File: src/rtl/mem_arbiter_if.sv
// Purpose : port bundle of the two-requester memory arbiter (both requesters + memory slave port).
// Latency : n/a (wiring only).
// Backpressure: requesters hold sel until ack/err; memory stretches accesses by delaying slave_ack_i.
// Ports   : m0_*/m1_* requester buses (sel/adr/we/dat in, dat/ack/err out), slave_* memory bus.
// Modports: slave  = arbiter view; master = requesters + memory controller view.
interface mem_arbiter_if #(
  parameter int ADR_WIDTH = 16
);
  // requester 0 (CPU byte-to-word sizer)
  logic                 m0_sel_i;
  logic [ADR_WIDTH-1:0] m0_adr_i;
  logic                 m0_we_i;
  logic [31:0]          m0_dat_i;
  logic [31:0]          m0_dat_o;
  logic                 m0_ack_o;
  logic                 m0_err_o;
  // requester 1 (S/PDIF buffer DMA)
  logic                 m1_sel_i;
  logic [ADR_WIDTH-1:0] m1_adr_i;
  logic                 m1_we_i;
  logic [31:0]          m1_dat_i;
  logic [31:0]          m1_dat_o;
  logic                 m1_ack_o;
  logic                 m1_err_o;
  // shared memory slave port
  logic                 slave_sel_o;
  logic [ADR_WIDTH-1:0] slave_adr_o;
  logic                 slave_we_o;
  logic [31:0]          slave_dat_o;
  logic [31:0]          slave_dat_i;
  logic                 slave_ack_i;

  modport slave (
    input  m0_sel_i, m0_adr_i, m0_we_i, m0_dat_i,
    output m0_dat_o, m0_ack_o, m0_err_o,
    input  m1_sel_i, m1_adr_i, m1_we_i, m1_dat_i,
    output m1_dat_o, m1_ack_o, m1_err_o,
    output slave_sel_o, slave_adr_o, slave_we_o, slave_dat_o,
    input  slave_dat_i, slave_ack_i
  );

  modport master (
    output m0_sel_i, m0_adr_i, m0_we_i, m0_dat_i,
    input  m0_dat_o, m0_ack_o, m0_err_o,
    output m1_sel_i, m1_adr_i, m1_we_i, m1_dat_i,
    input  m1_dat_o, m1_ack_o, m1_err_o,
    input  slave_sel_o, slave_adr_o, slave_we_o, slave_dat_o,
    output slave_dat_i, slave_ack_i
  );
endinterface

File: src/rtl/mem_arbiter.sv
// Purpose : round-robin arbiter giving two requesters access to one 32-bit word memory port.
// Latency : one registered arbitration cycle per access, plus one mandatory dead cycle between grants.
// Backpressure: grant held until slave ack or owner drops sel; losing requester simply waits with sel high.
// Ports   : clk_i, reset_i (async, active-high), bus (mem_arbiter_if.slave: m0_*, m1_*, slave_*).
// Option  : define MEM_ARB_TIMEOUT_EN to abort grants lasting TIMEOUT_CYCLES cycles without ack (mx_err_o).
module mem_arbiter #(
  parameter int ADR_WIDTH      = 16,
  parameter int TIMEOUT_CYCLES = 255
) (
  input  logic          clk_i,
  input  logic          reset_i,
  mem_arbiter_if.slave  bus
);

  if (TIMEOUT_CYCLES < 1 || TIMEOUT_CYCLES > 255) begin : g_bad_timeout
    $error("mem_arbiter: TIMEOUT_CYCLES must be within 1..255");
  end

  typedef enum logic [2:0] {
    IDLE = 3'b001,
    GNT0 = 3'b010,
    GNT1 = 3'b100
  } state_e;

  state_e state_q, state_d;
  logic   last_gnt_q, last_gnt_d;

  logic   gnt0;     // requester 0 owns the bus and still holds sel
  logic   gnt1;
  logic   own_sel;
  logic   ack_hit;
  logic   tmo_hit;

`ifdef MEM_ARB_TIMEOUT_EN
  logic [7:0] cnt_q, cnt_d;
`endif

  assign gnt0    = (state_q == GNT0) & bus.m0_sel_i;
  assign gnt1    = (state_q == GNT1) & bus.m1_sel_i;
  assign own_sel = gnt0 | gnt1;
  assign ack_hit = own_sel & bus.slave_ack_i;

`ifdef MEM_ARB_TIMEOUT_EN
  // cnt_q holds the number of completed unacked grant cycles, so the current
  // cycle is the TIMEOUT_CYCLES-th one when cnt_q == TIMEOUT_CYCLES-1.
  // A same-cycle ack takes priority over the timeout.
  assign tmo_hit = own_sel & ~bus.slave_ack_i & (cnt_q == 8'(TIMEOUT_CYCLES - 1));
`else
  assign tmo_hit = 1'b0;
`endif

  always_comb begin
    state_d    = state_q;
    last_gnt_d = last_gnt_q;
    case (state_q)
      IDLE: begin
        // On a tie the requester that did not own the last grant wins.
        if (bus.m0_sel_i && (!bus.m1_sel_i || last_gnt_q)) begin
          state_d    = GNT0;
          last_gnt_d = 1'b0;
        end else if (bus.m1_sel_i) begin
          state_d    = GNT1;
          last_gnt_d = 1'b1;
        end
      end
      GNT0, GNT1: begin
        // Completion, abort (sel dropped) and timeout all return to IDLE,
        // which forces the dead cycle between grants.
        if (!own_sel || ack_hit || tmo_hit) begin
          state_d = IDLE;
        end
      end
      default: state_d = IDLE;
    endcase
  end

`ifdef MEM_ARB_TIMEOUT_EN
  always_comb begin
    cnt_d = cnt_q;
    if (state_q == IDLE) begin
      cnt_d = 8'd0;
    end else if (!bus.slave_ack_i) begin
      cnt_d = cnt_q + 8'd1;
    end
  end
`endif

  always_ff @(posedge clk_i or posedge reset_i) begin
    if (reset_i) begin
      state_q    <= IDLE;
      last_gnt_q <= 1'b1;
`ifdef MEM_ARB_TIMEOUT_EN
      cnt_q      <= 8'd0;
`endif
    end else begin
      state_q    <= state_d;
      last_gnt_q <= last_gnt_d;
`ifdef MEM_ARB_TIMEOUT_EN
      cnt_q      <= cnt_d;
`endif
    end
  end

  // Slave side: muxes are gated by the owner's sel so an abort zeroes the
  // bus in the same cycle the owner lets go.
  assign bus.slave_sel_o = own_sel;
  assign bus.slave_adr_o = gnt0 ? bus.m0_adr_i : (gnt1 ? bus.m1_adr_i : '0);
  assign bus.slave_we_o  = gnt0 ? bus.m0_we_i  : (gnt1 ? bus.m1_we_i  : 1'b0);
  assign bus.slave_dat_o = gnt0 ? bus.m0_dat_i : (gnt1 ? bus.m1_dat_i : 32'd0);

  // Requester side: read data is broadcast, qualified only by the owner's ack.
  assign bus.m0_ack_o = gnt0 & bus.slave_ack_i;
  assign bus.m1_ack_o = gnt1 & bus.slave_ack_i;
  assign bus.m0_dat_o = reset_i ? 32'd0 : bus.slave_dat_i;
  assign bus.m1_dat_o = reset_i ? 32'd0 : bus.slave_dat_i;

`ifdef MEM_ARB_TIMEOUT_EN
  assign bus.m0_err_o = gnt0 & tmo_hit;
  assign bus.m1_err_o = gnt1 & tmo_hit;
`else
  assign bus.m0_err_o = 1'b0;
  assign bus.m1_err_o = 1'b0;
`endif

endmodule

File: src/flat_wrapper.sv
// flat-port wrapper written by rule: the top's interface ports become plain ports
module mem_arbiter_flat 
#(
  parameter int ADR_WIDTH      = 16,
  parameter int TIMEOUT_CYCLES = 255
)
  (clk_i, reset_i, bus_m0_sel_i, bus_m0_adr_i, bus_m0_we_i, bus_m0_dat_i, bus_m0_dat_o, bus_m0_ack_o, bus_m0_err_o, bus_m1_sel_i, bus_m1_adr_i, bus_m1_we_i, bus_m1_dat_i, bus_m1_dat_o, bus_m1_ack_o, bus_m1_err_o, bus_slave_sel_o, bus_slave_adr_o, bus_slave_we_o, bus_slave_dat_o, bus_slave_dat_i, bus_slave_ack_i);
  mem_arbiter_if #(.ADR_WIDTH(ADR_WIDTH)) bus_i ();
  input  logic clk_i;
  input  logic reset_i;
  input wire logic [$bits(bus_i.m0_sel_i)-1:0] bus_m0_sel_i;
  input wire logic [$bits(bus_i.m0_adr_i)-1:0] bus_m0_adr_i;
  input wire logic [$bits(bus_i.m0_we_i)-1:0] bus_m0_we_i;
  input wire logic [$bits(bus_i.m0_dat_i)-1:0] bus_m0_dat_i;
  output wire logic [$bits(bus_i.m0_dat_o)-1:0] bus_m0_dat_o;
  output wire logic [$bits(bus_i.m0_ack_o)-1:0] bus_m0_ack_o;
  output wire logic [$bits(bus_i.m0_err_o)-1:0] bus_m0_err_o;
  input wire logic [$bits(bus_i.m1_sel_i)-1:0] bus_m1_sel_i;
  input wire logic [$bits(bus_i.m1_adr_i)-1:0] bus_m1_adr_i;
  input wire logic [$bits(bus_i.m1_we_i)-1:0] bus_m1_we_i;
  input wire logic [$bits(bus_i.m1_dat_i)-1:0] bus_m1_dat_i;
  output wire logic [$bits(bus_i.m1_dat_o)-1:0] bus_m1_dat_o;
  output wire logic [$bits(bus_i.m1_ack_o)-1:0] bus_m1_ack_o;
  output wire logic [$bits(bus_i.m1_err_o)-1:0] bus_m1_err_o;
  output wire logic [$bits(bus_i.slave_sel_o)-1:0] bus_slave_sel_o;
  output wire logic [$bits(bus_i.slave_adr_o)-1:0] bus_slave_adr_o;
  output wire logic [$bits(bus_i.slave_we_o)-1:0] bus_slave_we_o;
  output wire logic [$bits(bus_i.slave_dat_o)-1:0] bus_slave_dat_o;
  input wire logic [$bits(bus_i.slave_dat_i)-1:0] bus_slave_dat_i;
  input wire logic [$bits(bus_i.slave_ack_i)-1:0] bus_slave_ack_i;
  assign bus_i.m0_sel_i = bus_m0_sel_i;
  assign bus_i.m0_adr_i = bus_m0_adr_i;
  assign bus_i.m0_we_i = bus_m0_we_i;
  assign bus_i.m0_dat_i = bus_m0_dat_i;
  assign bus_m0_dat_o = bus_i.m0_dat_o;
  assign bus_m0_ack_o = bus_i.m0_ack_o;
  assign bus_m0_err_o = bus_i.m0_err_o;
  assign bus_i.m1_sel_i = bus_m1_sel_i;
  assign bus_i.m1_adr_i = bus_m1_adr_i;
  assign bus_i.m1_we_i = bus_m1_we_i;
  assign bus_i.m1_dat_i = bus_m1_dat_i;
  assign bus_m1_dat_o = bus_i.m1_dat_o;
  assign bus_m1_ack_o = bus_i.m1_ack_o;
  assign bus_m1_err_o = bus_i.m1_err_o;
  assign bus_slave_sel_o = bus_i.slave_sel_o;
  assign bus_slave_adr_o = bus_i.slave_adr_o;
  assign bus_slave_we_o = bus_i.slave_we_o;
  assign bus_slave_dat_o = bus_i.slave_dat_o;
  assign bus_i.slave_dat_i = bus_slave_dat_i;
  assign bus_i.slave_ack_i = bus_slave_ack_i;
  mem_arbiter #(.ADR_WIDTH(ADR_WIDTH), .TIMEOUT_CYCLES(TIMEOUT_CYCLES)) u_core (.clk_i(clk_i), .reset_i(reset_i), .bus(bus_i));
endmodule
File: config.mk
export PLATFORM = sky130hd
export DESIGN_NAME = mem_arbiter_flat
export DESIGN_NICKNAME = d
export VERILOG_FILES = /design/src/rtl/mem_arbiter_if.sv /design/src/rtl/mem_arbiter.sv /design/src/flat_wrapper.sv
export SDC_FILE = /design/constraint.sdc
export NUM_CORES = 1
export LEC_CHECK = 0
export ABC_AREA = 1
export BUFFER_PORTS_ARGS = -buffer_cell sky130_fd_sc_hd__clkbuf_2
export CELL_PAD_IN_SITES_DETAIL_PLACEMENT = 2
export CELL_PAD_IN_SITES_GLOBAL_PLACEMENT = 2
export CORE_ASPECT_RATIO = 0.7
export CORE_MARGIN = 4
export CORE_UTILIZATION = 13
export DETAILED_ROUTE_END_ITERATION = 10
export PLACE_DENSITY = 0.83
export SYNTH_ARGS = -nofsm -noshare
export SYNTH_HDL_FRONTEND = slang
export SYNTH_SLANG_ARGS = --single-unit
File: constraint.sdc
create_clock -name clk_i -period 3.3 [get_ports clk_i]
set_clock_uncertainty 0.15 [all_clocks]
set_input_delay 0.495 -clock clk_i [delete_from_list [all_inputs] [get_ports clk_i]]
set_output_delay 0.495 -clock clk_i [all_outputs]
set_load 0.03 [all_outputs]
* Word-level counts from Yosys, hierarchy flattened
Cells that the tools add are included.
** Storage, ports and cells
- Latch bits :: 0
- Bits in registers :: 4
- Bits in read-only memories :: 0
- Output and inout bits :: 118
- Input bits :: 135
- Word-level logic and storage cells :: 35
- RAM bits :: 0
- Memories :: 0
** Operators by class
- Shift-type cells :: 0
- Multipliers :: 0
- Bitwise operators :: 6
- Reduce and logical (&&, ||, !) cells :: 9
- Add/sub/neg operators :: 0
- Magnitude comparators :: 0
- Equal/unequal tests :: 5
- Divide/modulo/power cells :: 0
- Mux-type cells :: 13
** Operator list (count)
- 32-bit 2-to-1 mux :: 3
- 16-bit 2-to-1 mux :: 2
- 3-bit 2-to-1 mux :: 3
- 3-bit case mux with 2 select lines :: 1
- 1-bit bitwise AND :: 5
- 1-bit 2-to-1 mux :: 4
- 2-bit AND reduction :: 2
- 3-bit by 1-bit equality test with 1-bit output (second input constant) :: 1
- 3-bit by 2-bit equality test with 1-bit output (second input constant) :: 1
- 3-bit equality test (second input constant) :: 1
- 3-bit by 2-bit != test with 1-bit output (second input constant) :: 1
- 1-bit logical NOT :: 2
- 1-bit logical OR :: 2
- 2-bit by 1-bit != test with 1-bit output (second input constant) :: 1
- 2-bit nonzero test :: 1
- 2-bit OR reduction :: 1
- 1-bit logical AND :: 1
- 1-bit bitwise OR :: 1

* Longest topological paths before layout
Gate-level depths: netlist of the first run.
- Depth in word-level cells :: 7
- Mapped depth :: 5
- Gate-level depth less buffers :: 5

* Least setup slack after synthesis of the first run
OpenSTA, ideal clock, no wires.
- Path type :: input-to-output
- Start point :: input port reset_i
- End point :: output port bus_m1_dat_o[10]
- Arrival time :: 1.509 ns
- Required time :: 2.655 ns
- Cell stages on the path :: 4
- Buffers on the path :: 3
- Setup slack :: 1.146 ns
- Cells stage by stage :: clkbuf_1 -> buf_2 -> nor2_1 -> buf_4
** Between the ends
- Word-level cells in the longest chain between the ends :: 1
** Ends and longest elaborated chain
- from (decl) :: line flat_wrapper.sv:10 : input logic reset_i;
- 32-bit 2-to-1 mux
- to (decl) :: line flat_wrapper.sv:22 : output wire logic [$bits(bus_i.m1_dat_o)-1:0] bus_m1_dat_o;
Every way passes these cells.

* Worst setup path in the final report of the first run
- Start point :: register u_core.state_q[1]
- End point :: output port bus_slave_dat_o[31]
** Between the ends
- Word-level cells in the longest chain between the ends :: 4
- Elaborated cells between the ends (all ways) :: 6
- Classes of those cells :: eq/ne (2); mux (2); bitwise (2)
** Ends and longest elaborated chain
- from (decl) :: line mem_arbiter.sv:25 : state_e state_q, state_d;
- from (signal assigned) :: line mem_arbiter.sv:96 : state_q <= state_d;
- 3-bit equality test :: line mem_arbiter.sv:39 : assign gnt1 = (state_q == GNT1) & bus.m1_sel_i;
- 1-bit bitwise AND :: line mem_arbiter.sv:39
- 32-bit 2-to-1 mux :: line mem_arbiter.sv:109 : assign bus.slave_dat_o = gnt0 ? bus.m0_dat_i : (gnt1 ? bus.m1_dat_i : 32'd0);
- 32-bit 2-to-1 mux (*) :: line mem_arbiter.sv:109
- to (decl) :: line flat_wrapper.sv:28 : output wire logic [$bits(bus_i.slave_dat_o)-1:0] bus_slave_dat_o;
Every way passes the cells marked *; elsewhere a longest branch is shown, timed or not.

==> results of run 1 <==
stage by stage:
step | util [%] | setup slack (ns) | instance area [um^2]
floorplan | - | 1.146 | 1831
global placement | 22.23 | 0.9254 | 2989
detailed placement | 22.23 | 0.8948 | 2989
CTS | 22.79 | 0.6831 | 3064
global route | 22.79 | 0.5910 | 3064
finish | 22.79 | 0.7330 | 3064
power breakdown:
part           internal [mW]  switching (mW)  leakage [nW]
Combinational          0.239           0.513          2.11
Clock                  0.155          0.0333        0.0370
Sequential            0.0817          0.0253        0.0474
metal layers:
| layer | global-route usage (%) | wire length, um | vias to the layer above |
|---|---|---|---|
| li1 | - | - | 1208 |
| met1 | 10.93 | 3258 | 1183 |
| met2 | 22.81 | 5390 | 126 |
| met3 | 2.788 | 924 | 8 |
| met4 | 1.697 | 80 | 0 |
| met5 | 0 | 0 | - |
path summary, 6_finish.rpt:
path                                        to  slack (ns)  depth (start not counted)
max reg2reg                  u_core.state_q[2]        1.72                          6
min                          u_core.last_gnt_q        0.36                          2
max in group asynchronous    u_core.state_q[0]        2.32                          2
min in group asynchronous    u_core.state_q[2]        0.43                          2
min reg2reg                  u_core.last_gnt_q        0.36                          2
max                        bus_slave_dat_o[31]        0.73                          5
registers in the layout (all words and copies together) (netlist names):
signal and flops:
u_core.last_gnt_q 1, u_core.state_q 3
critical path, cell delays in order, from the launching register on:
cell	delay, ns
dfrtp_1	0.43
nor2_2	0.17
nand3_4	0.32
buf_12	0.32
o22ai_2	0.18
clkbuf_2	0.25
cell usage in the layout (no fill, tap or decap), types with 2 or more instances in the layout:
cell	instances
clkbuf_16	3
o22ai_2	49
conb_1	2
dfstp_2	2
inv_1	136
nand3_1	3
buf_4	2
dfrtp_1	2
clkbuf_2	250
nor2_1	39
nand2_1	3
synth_stat cells:
library cell	count	area (um^2)
nand3_1	3	15.01
nor2_1	39	146.4
dfrtp_1	2	50.05
inv_2	1	3.750
inv_1	136	510.5
nor2_2	1	6.260
nand2_1	3	11.26
buf_4	39	292.8
nand2_2	1	6.260
o22ai_2	49	613.1
buf_2	3	15.01
a21oi_1	1	5.000
clkbuf_1	1	3.750
conb_1	1	3.750
buf_6	5	56.30
nand3_4	1	17.52
dfstp_2	2	52.55
nand4_2	1	12.51
o21ai_1	1	5.000
final cells by class:
type,instances,area [um^2]
tap,185,231.5
timing repair buffer,253,1286
sequential,4,102.6
clock buffer,3,75.07
multi-input combinational,102,854.6
inverter,137,514.2
fill,1699,10380
kinds of logic (layout without fill, tap and decap cells):
group | after synthesis | count (layout) | share of synthesized area (%)
buffers and inverters | 185 | 393 | 48.29
AOI/OAI and AO/OA | 51 | 51 | 34.11
and+or+nand+nor | 49 | 49 | 11.78
DFF | 4 | 4 | 5.617
other | 1 | 2 | 0.2053
==> flow_summary.toml, run 1 <==
[sta]
holdWs_ns = 0.3575
rsz0062_at_grt = "false"
finalSetupViolations = 0
maxSlewViolCount = 0
max_freq_ghz = 0.3896
period_minus_slack_ns = 2.567
period_share_pct = 77.79
tightest_slew_ns = 0.6222
maxSlewHeadroom_pct = 58.52
setup_tns_ns = 0
hold_viol = 0

[placed_design]
dp_hpwl_um = 8798
placedCellCount = 681
io_buffer_count = 250
gp_congestion = 0.7187

[power_and_ir_drop]
power_mw = 1.048
powerDensity_nw_per_um2 = 342.0
p_leak_nw = 2.198
ir_drop_v = 0.0001106

[clock_tree]
cts_root_buf = "clkbuf_16"
numCtsBuffers = 3
htreeDepth = 1
cts.sinks = 4
hold_buffers = 0
post_cts_buffers = 0
clk_latency_ns = 0.22
post_cts_resized = 0
clk_path_buf_depth = 2
tritoncts = "yes"
clk_pin_slew_worst_paths_ns = 0.03

[grt]
grt_antenna_before_repair = 0
grt_pass1_vias = 2757
grtUsageTotal_pct = 10.94
grt_max_degree = 34
grt_pass1_wl_um = 14230
gr-total-overflow = 0

[synthesis]
yosysWarningCount = 0
synth_cell_types = 19
synth_area_um2 = 1827
synth-seq-cells = 4
syn_inst = 290
syn_area_per_cell_um2 = 6.299
seq_area_frac_synth_pct = 5.616

[routing]
avgRoutedWirePerCell_um = 14.11
first_iter_violations = 56
avgViaCountPerCell = 3.692
first_pass_iters = 3
postRouteAntennaNets = 0
post-route-drc-count = 0
wirelength_um = 9653
vias = 2525

[setup_path]
start_kind = "register"
end_kind = "output pin"
crit_required_ns = 2.65
crit_arrival_ns = 1.92
cp_max_fo = 31
reg2reg_from = "u_core.state_q[0]"
critical_path_class = "register to output pin"
crit_start = "u_core.state_q[1]"

[die]
rows = 35
die-area_um2 = 16040
io_pins = 253
dieHeight_um = 107.2
start_util_pct = 13.59
core_area_um2 = 13440
die_w_um = 149.7

[worst_hold_path]
hold_start = "u_core.last_gnt_q"
hold_class = "register to register"

[final_layout]
layout-drive-gt1-share_pct = 62.53
stdcell_count = 684
n_antenna_cell = 0
num-nets-final = 636
area_growth_pct = 67.74

[status]
status = "completed"

[flow_run]
maxCapViolCount = 0
Note: power is estimated with default switching activity, not from simulation.
==> inputs of run 2 (changes only) <==
--- a/config.mk
+++ b/config.mk
@@ -5,15 +5,15 @@
 export SDC_FILE = /design/constraint.sdc
 export NUM_CORES = 1
 export LEC_CHECK = 0
-export ABC_AREA = 1
+export ABC_AREA = 0
 export BUFFER_PORTS_ARGS = -buffer_cell sky130_fd_sc_hd__clkbuf_2
 export CELL_PAD_IN_SITES_DETAIL_PLACEMENT = 2
 export CELL_PAD_IN_SITES_GLOBAL_PLACEMENT = 2
 export CORE_ASPECT_RATIO = 0.7
 export CORE_MARGIN = 4
-export CORE_UTILIZATION = 13
+export CORE_UTILIZATION = 10
 export DETAILED_ROUTE_END_ITERATION = 10
-export PLACE_DENSITY = 0.83
+export PLACE_DENSITY = 0.86
 export SYNTH_ARGS = -nofsm -noshare
 export SYNTH_HDL_FRONTEND = slang
 export SYNTH_SLANG_ARGS = --single-unit
==> constraint.sdc (replaced) <==
create_clock -name clk_i -period 2.2 [get_ports clk_i]
set_clock_uncertainty 0.15 [all_clocks]
set_input_delay 0.33 -clock clk_i [delete_from_list [all_inputs] [get_ports clk_i]]
set_output_delay 0.33 -clock clk_i [all_outputs]
set_load 0.03 [all_outputs]
==> run 2 against run 1 <==
  * Cell area is 9.2% lower
  * Sequential cell count did not move
  * Sequential power grew 64%
  * Cell count down 22%
  * Non-clock buffer count up 7
  * Worst hold slack worse by 0.17 ns
  * Critical path depth is 1 higher
  * Critical endpoint is now bus_slave_dat_o[16]
==> flow_summary.toml, run 2 <==
[setup_path]
crit_chain = "nand3b_1, nor2_4, buf_12, clkbuf_16, a22o_1, clkbuf_4"
cp.buffers_inverters = 3
end_kind = "output pin"
critical-path-top-delay-family = "buffers and inverters"
crit_required_ns = 1.72
crit_arrival_ns = 1.70
slowest_delay_ns = 0.42
critPathSlowestCell = "dfrtp_2"
critical_path_class = "register to output pin"
start_kind = "register"
cp_max_fo = 15

[synthesis]
synth-edff-count = 0
synthTopCellsByCount = "a22o_1 (37), buf_4 (34), nor2b_1 (33)"
yosysMostFrequentCell = "a22o_1"
synth_area_um2 = 1277
synth_top_area_share_pct = 25.37
ys_top_cells_by_area = "a22o_1 (25%), buf_4 (20%), nor2b_1 (16%), a22o_2 (9.4%), buf_6 (4.4%)"
synth-main-ff-cell = "dfstp_2"
syn_area_per_cell_um2 = 8.137
synth_area_leader_cell = "a22o_1"
async_flop_share_pct = 100.0
syn_inst = 157
synth-seq-cells = 4
seq_area_frac_synth_pct = 8.031
synth_cell_types = 29
yosysWarningCount = 0

[grt]
grt_antenna_before_repair = 0
grtUsageTotal_pct = 9.721
grt_pass1_wl_um = 11580
grt_pass1_vias = 2155
grt_max_degree = 34
gr-total-overflow = 0

[routing]
vias = 2089
avgRoutedWirePerCell_um = 16.68
first_pass_iters = 4
avgViaCountPerCell = 3.897
first_iter_violations = 51
wirelength_um = 8939
post-route-drc-count = 0
postRouteAntennaNets = 0

[final_layout]
reg.largest.list = "u_core.state_q (3), u_core.last_gnt_q (1)"
layout-drive-gt1-share_pct = 76.20
top_register = "u_core.state_q"
seqCellArea_um2 = 105.1
final_area_um2 = 2781
num-nets-final = 511
multi_input_area_um2 = 840.8
n_antenna_cell = 0
final_cell_mix = "clkbuf_2 (204), a22o_1 (36), nor2b_1 (33)"
stdcell_count = 536
largest_register_ffs = 3
layout_commonest_cell = "clkbuf_2"
fillers = 1506
area_growth_pct = 117.7

[status]
status = "completed"

[power_and_ir_drop]
intPower_uw = 824.4
p_switching_uw = 754.3
power_mw = 1.579
clock_power_share_pct = 17.8
p_leak_nw = 1.607
ir_drop_v = 0.0001972
sequentialPowerShare_pct = 11.1
power_frac_comb_pct = 71.1
powerDensity_nw_per_um2 = 567.6
p_sw_share_pct = 47.78

[clock_tree]
clk_path_buf_depth = 2
numCtsBuffers = 3
htreeDepth = 1
cts_root_buf = "clkbuf_16"
tritoncts = "yes"
cts.sinks = 4
hold_buffers = 0
clk_pin_slew_worst_paths_ns = 0.03
clk_latency_ns = 0.22

[placed_design]
dp_hpwl_um = 7478
io_buffer_count = 250
placedCellCount = 527
place_ws_ns = 0.1776
gp_congestion = 0.7115
placed_cell_area_um2 = 2447

[die]
io_pins = 253
rows = 34
die_w_um = 143.1
dieHeight_um = 102.6
die-area_um2 = 14680
core_area_um2 = 12460
start_util_pct = 10.25

[worst_hold_path]
hold_class = "primary input to register"

[sta]
setup_slack_ns = 0.01999
hold_viol = 0
rsz0062_at_grt = "true"
max_freq_ghz = 0.4587
period_share_pct = 99.09
maxSlewHeadroom_pct = 59.83
period_minus_slack_ns = 2.180
finalSetupViolations = 0
maxSlewViolCount = 0
tightest_slew_ns = 0.6026

[flow_run]
maxCapViolCount = 0
[run 2: cell types whose count changed in the layout (fill, tap and decap cells not counted), sizes merged, moves of 2 or more]
cell,before,now
nand3,4,0
inv,137,1
a22o,0,49
and2,0,2
nor2,40,4
nor2b,0,33
o22ai,49,1
clkbuf,253,219
nor3b,0,2
or2b,0,3
buf,3,44
nand2,4,1
[run 2: final cells by class]
| class | count | area share, % |
|---|---|---|
| Timing Repair Buffer | 260 | 55.87 |
| Multi-Input combinational cell | 106 | 30.23 |
| Tap cell | 162 | 7.287 |
| Sequential cell | 4 | 3.779 |
| Clock buffer | 3 | 2.699 |
| Inverter | 1 | 0.1350 |
[run 2: final timing paths]
| path | start | endpoint | slack [ns] | cells after the start |
|---|---|---|---|---|
| setup / recovery | u_core.state_q[2] | bus_slave_dat_o[16] | 0.02 | 6 |
| hold / removal | bus_m0_sel_i | u_core.last_gnt_q | 0.19 | 2 |
| setup reg to reg | u_core.state_q[0] | u_core.last_gnt_q | 0.79 | 3 |
| hold reg to reg | u_core.state_q[2] | u_core.state_q[1] | 0.34 | 1 |
| max in group asynchronous | reset_i | u_core.last_gnt_q | 1.43 | 2 |
| min in group asynchronous | reset_i | u_core.state_q[1] | 0.24 | 2 |
[run 2: power by group through the flow]
stage                     Combinational [mW]  Clock, mW  Sequential, mW
after floorplan                        0.705          0           0.154
after CTS                               1.02      0.286           0.173
final                                   1.12      0.280           0.175
after global routing                    1.20      0.296           0.181
after detailed placement                1.01          0           0.173
after global placement                 0.979          0           0.167
[run 2: timing repair]
action / in CTS / in global routing
resized for setup: 3 / 123
setup buffers: 1 / 2
pin swaps: 0 / 2
cloned: 0 / 3
endpoints found under the hold margin: 0 / 0
endpoints found under the setup margin: 21 / 48
[run 2: routing by layer]
layer  track usage, %  vias up  share of wire [%]
li1                 -      976                  -
met1            11.32     1003                 36
met2            19.19      105                 55
met3            1.298        5                8.3
met4            1.753        0               0.53
met5                0        -                  0
[run 2: logic make-up (layout without fill, tap and decap cells)]
family,after synthesis,after routing,synth area share (%)
AND/OR/NAND/NOR,48,48,25.27
flip-flops,4,4,8.031
other,1,2,0.2935
AO/OA/AOI/OAI,56,56,38.88
buffers and inverters,48,264,27.52
[run 2: per-stage QoR]
stage               hold WS, ns  utilization, %  TNS, ns
floorplan                0.1560               -        0
global placement         0.3638           19.63        0
detailed placement       0.3977           19.63        0
CTS                      0.1951           20.38        0
global route             0.2064           22.31  -0.1328
finish                   0.1905           22.31        0
==> inputs of run 3 (changes only) <==
--- a/config.mk
+++ b/config.mk
@@ -7,13 +7,13 @@
 export LEC_CHECK = 0
 export ABC_AREA = 0
 export BUFFER_PORTS_ARGS = -buffer_cell sky130_fd_sc_hd__clkbuf_2
-export CELL_PAD_IN_SITES_DETAIL_PLACEMENT = 2
-export CELL_PAD_IN_SITES_GLOBAL_PLACEMENT = 2
+export CELL_PAD_IN_SITES_DETAIL_PLACEMENT = 1
+export CELL_PAD_IN_SITES_GLOBAL_PLACEMENT = 1
 export CORE_ASPECT_RATIO = 0.7
 export CORE_MARGIN = 4
-export CORE_UTILIZATION = 10
+export CORE_UTILIZATION = 13
 export DETAILED_ROUTE_END_ITERATION = 10
-export PLACE_DENSITY = 0.86
+export PLACE_DENSITY = 0.78
 export SYNTH_ARGS = -nofsm -noshare
 export SYNTH_HDL_FRONTEND = slang
 export SYNTH_SLANG_ARGS = --single-unit
==> constraint.sdc (replaced) <==
create_clock -name clk_i -period 2.2 [get_ports clk_i]
set_clock_uncertainty 0.15 [all_clocks]
set_input_delay 0.33 -clock clk_i [delete_from_list [all_inputs] [get_ports clk_i]]
set_output_delay 0.33 -clock clk_i [all_outputs]
set_load 0.05 [all_outputs]
==> run 3 against run 2 <==
  * Register-to-register slack gained 0.04 ns
  * Global-route usage is 2.1 points higher
  * Critical path depth down 1
  * Combinational power grew 33%
  * Via count is 2.5% lower
  * Non-clock buffer count unchanged
  * Critical path type unchanged
  * Largest power group unchanged
==> flow_summary.toml, run 3 (same netlist as run 2, synthesis figures left out) <==
[sta]
tightest_slew_ns = 0.6241
hold_viol = 0
finalSetupViolations = 0
setup_tns_ns = 0
max_freq_ghz = 0.4643
maxSlewViolCount = 0
maxSlewHeadroom_pct = 58.39
period_share_pct = 97.91
period_minus_slack_ns = 2.154

[clock_tree]
cts.sinks = 4
cts_root_buf = "clkbuf_16"
hold_buffers = 0
clk_pin_slew_worst_paths_ns = 0.03
htreeDepth = 1
clk_latency_ns = 0.22
numCtsBuffers = 3
tritoncts = "yes"
clk_path_buf_depth = 2

[final_layout]
final_cell_mix = "clkbuf_2 (200), a22o_1 (37), nor2b_1 (33)"
largest_register_ffs = 3
fillers = 1144
layout_commonest_cell = "clkbuf_2"
layout-drive-gt1-share_pct = 75.40
final_area_um2 = 3029
area_growth_pct = 137.1
stdcell_count = 498
top_register = "u_core.state_q"
reg.largest.list = "u_core.state_q (3), u_core.last_gnt_q (1)"
num-nets-final = 511
n_antenna_cell = 0

[die]
start_util_pct = 13.70
dieHeight_um = 90.94
die_w_um = 126.5
rows = 29
core_area_um2 = 9325
io_pins = 253
die-area_um2 = 11500

[grt]
grt_pass1_vias = 2177
grtUsageTotal_pct = 11.82
grt_max_degree = 41
grt_antenna_before_repair = 0
gr-total-overflow = 0
grt_pass1_wl_um = 11240

[power_and_ir_drop]
p_switching_mw = 1.005
intPower_uw = 934.0
ir_drop_v = 0.0002020
power_frac_comb_pct = 77.0
sequentialPowerShare_pct = 8.6
p_sw_share_pct = 51.83
clock_power_share_pct = 14.4
p_leak_nw = 1.660
powerDensity_nw_per_um2 = 640.1

[setup_path]
crit_required_ns = 1.72
critical_path_class = "register to output pin"
cp_max_fo = 21
critPathSlowestCell = "dfrtp_1"
cp.buffers_inverters = 2
crit_chain = "or2b_4, nor2_8, buf_12, and2_1, clkbuf_2"
critical-path-top-delay-family = "simple AND/OR/NAND/NOR gates"
start_kind = "register"
crit_arrival_ns = 1.67
slowest_delay_ns = 0.42
end_kind = "output pin"

[placed_design]
placed_cell_area_um2 = 2788
gp_congestion = 0.8694
io_buffer_count = 250
dp_hpwl_um = 6776
placedCellCount = 489

[flow_run]
maxCapViolCount = 0

[routing]
wirelength_um = 8024
post-route-drc-count = 0
first_pass_iters = 4
avgViaCountPerCell = 4.090
first_iter_violations = 53
avgRoutedWirePerCell_um = 16.11
postRouteAntennaNets = 0
vias = 2037

[status]
status = "completed"

[worst_hold_path]
hold_class = "primary input to register"
run 3: changes by cell type in the layout (fill, tap and decap cells not counted), sizes merged:
cell,previous run,this run
buf,44,38
clkbuf,219,225
run 3: timing repair:
item                       CTS  global route
setup endpoints to repair   23            42
cloned                       0             3
buffers inserted             1             2
pin swaps                    0             1
resized for setup           11            35
run 3: path summary, 6_finish.rpt:
| path | from | to | slack (ns) | cells after the start |
|---|---|---|---|---|
| worst min register to register | u_core.last_gnt_q | u_core.last_gnt_q | 0.39 | 2 |
| max in group asynchronous | reset_i | u_core.last_gnt_q | 1.42 | 2 |
| worst min-delay path | bus_m0_sel_i | u_core.last_gnt_q | 0.18 | 2 |
| worst max-delay path | u_core.state_q[1] | bus_m1_ack_o | 0.05 | 5 |
| worst max register to register | u_core.state_q[0] | u_core.last_gnt_q | 0.83 | 3 |
| min in group asynchronous | reset_i | u_core.state_q[2] | 0.24 | 2 |
run 3: stage by stage:
| step | hold WS (ns) | util (%) | total power [mW] | setup WS [ns] |
|---|---|---|---|---|
| after floorplan | 0.1560 | - | 1.106 | 0.1225 |
| after global placement | 0.3706 | 29.89 | 1.559 | 0.2283 |
| after detailed placement | 0.3758 | 29.89 | 1.583 | 0.1678 |
| after CTS | 0.1853 | 31.07 | 1.887 | 0.00009281 |
| after global routing | 0.2171 | 32.48 | 2.024 | -0.008667 |
| final | 0.1832 | 32.48 | 1.939 | 0.04608 |
run 3: area by class of cell:
type	instances	area [um^2]	share of cell area (%)
sequential	4	102.6	3.387
clock buffer	3	75.07	2.478
multi-input combinational	106	832.0	27.47
timing repair buffer	260	1861	61.42
inverter	1	3.754	0.1239
tap	124	155.1	5.122
run 3: power groups by stage:
stage / registers (mW) / clock network [mW] / logic [mW]
4_1_cts: 0.171 / 0.286 / 1.43
3_5_place_dp: 0.171 / 0 / 1.41
6_report: 0.166 / 0.279 / 1.49
3_3_place_gp: 0.168 / 0 / 1.39
2_1_floorplan: 0.154 / 0 / 0.952
5_1_grt: 0.172 / 0.290 / 1.56
run 3: per-layer routing:
layer	vias to the layer above	global-route usage, %	wire length [um]
met5	-	0	0
met1	961	12.29	2899
li1	971	-	-
met2	95	24.08	4526
met4	0	2.143	82
met3	10	2.698	516
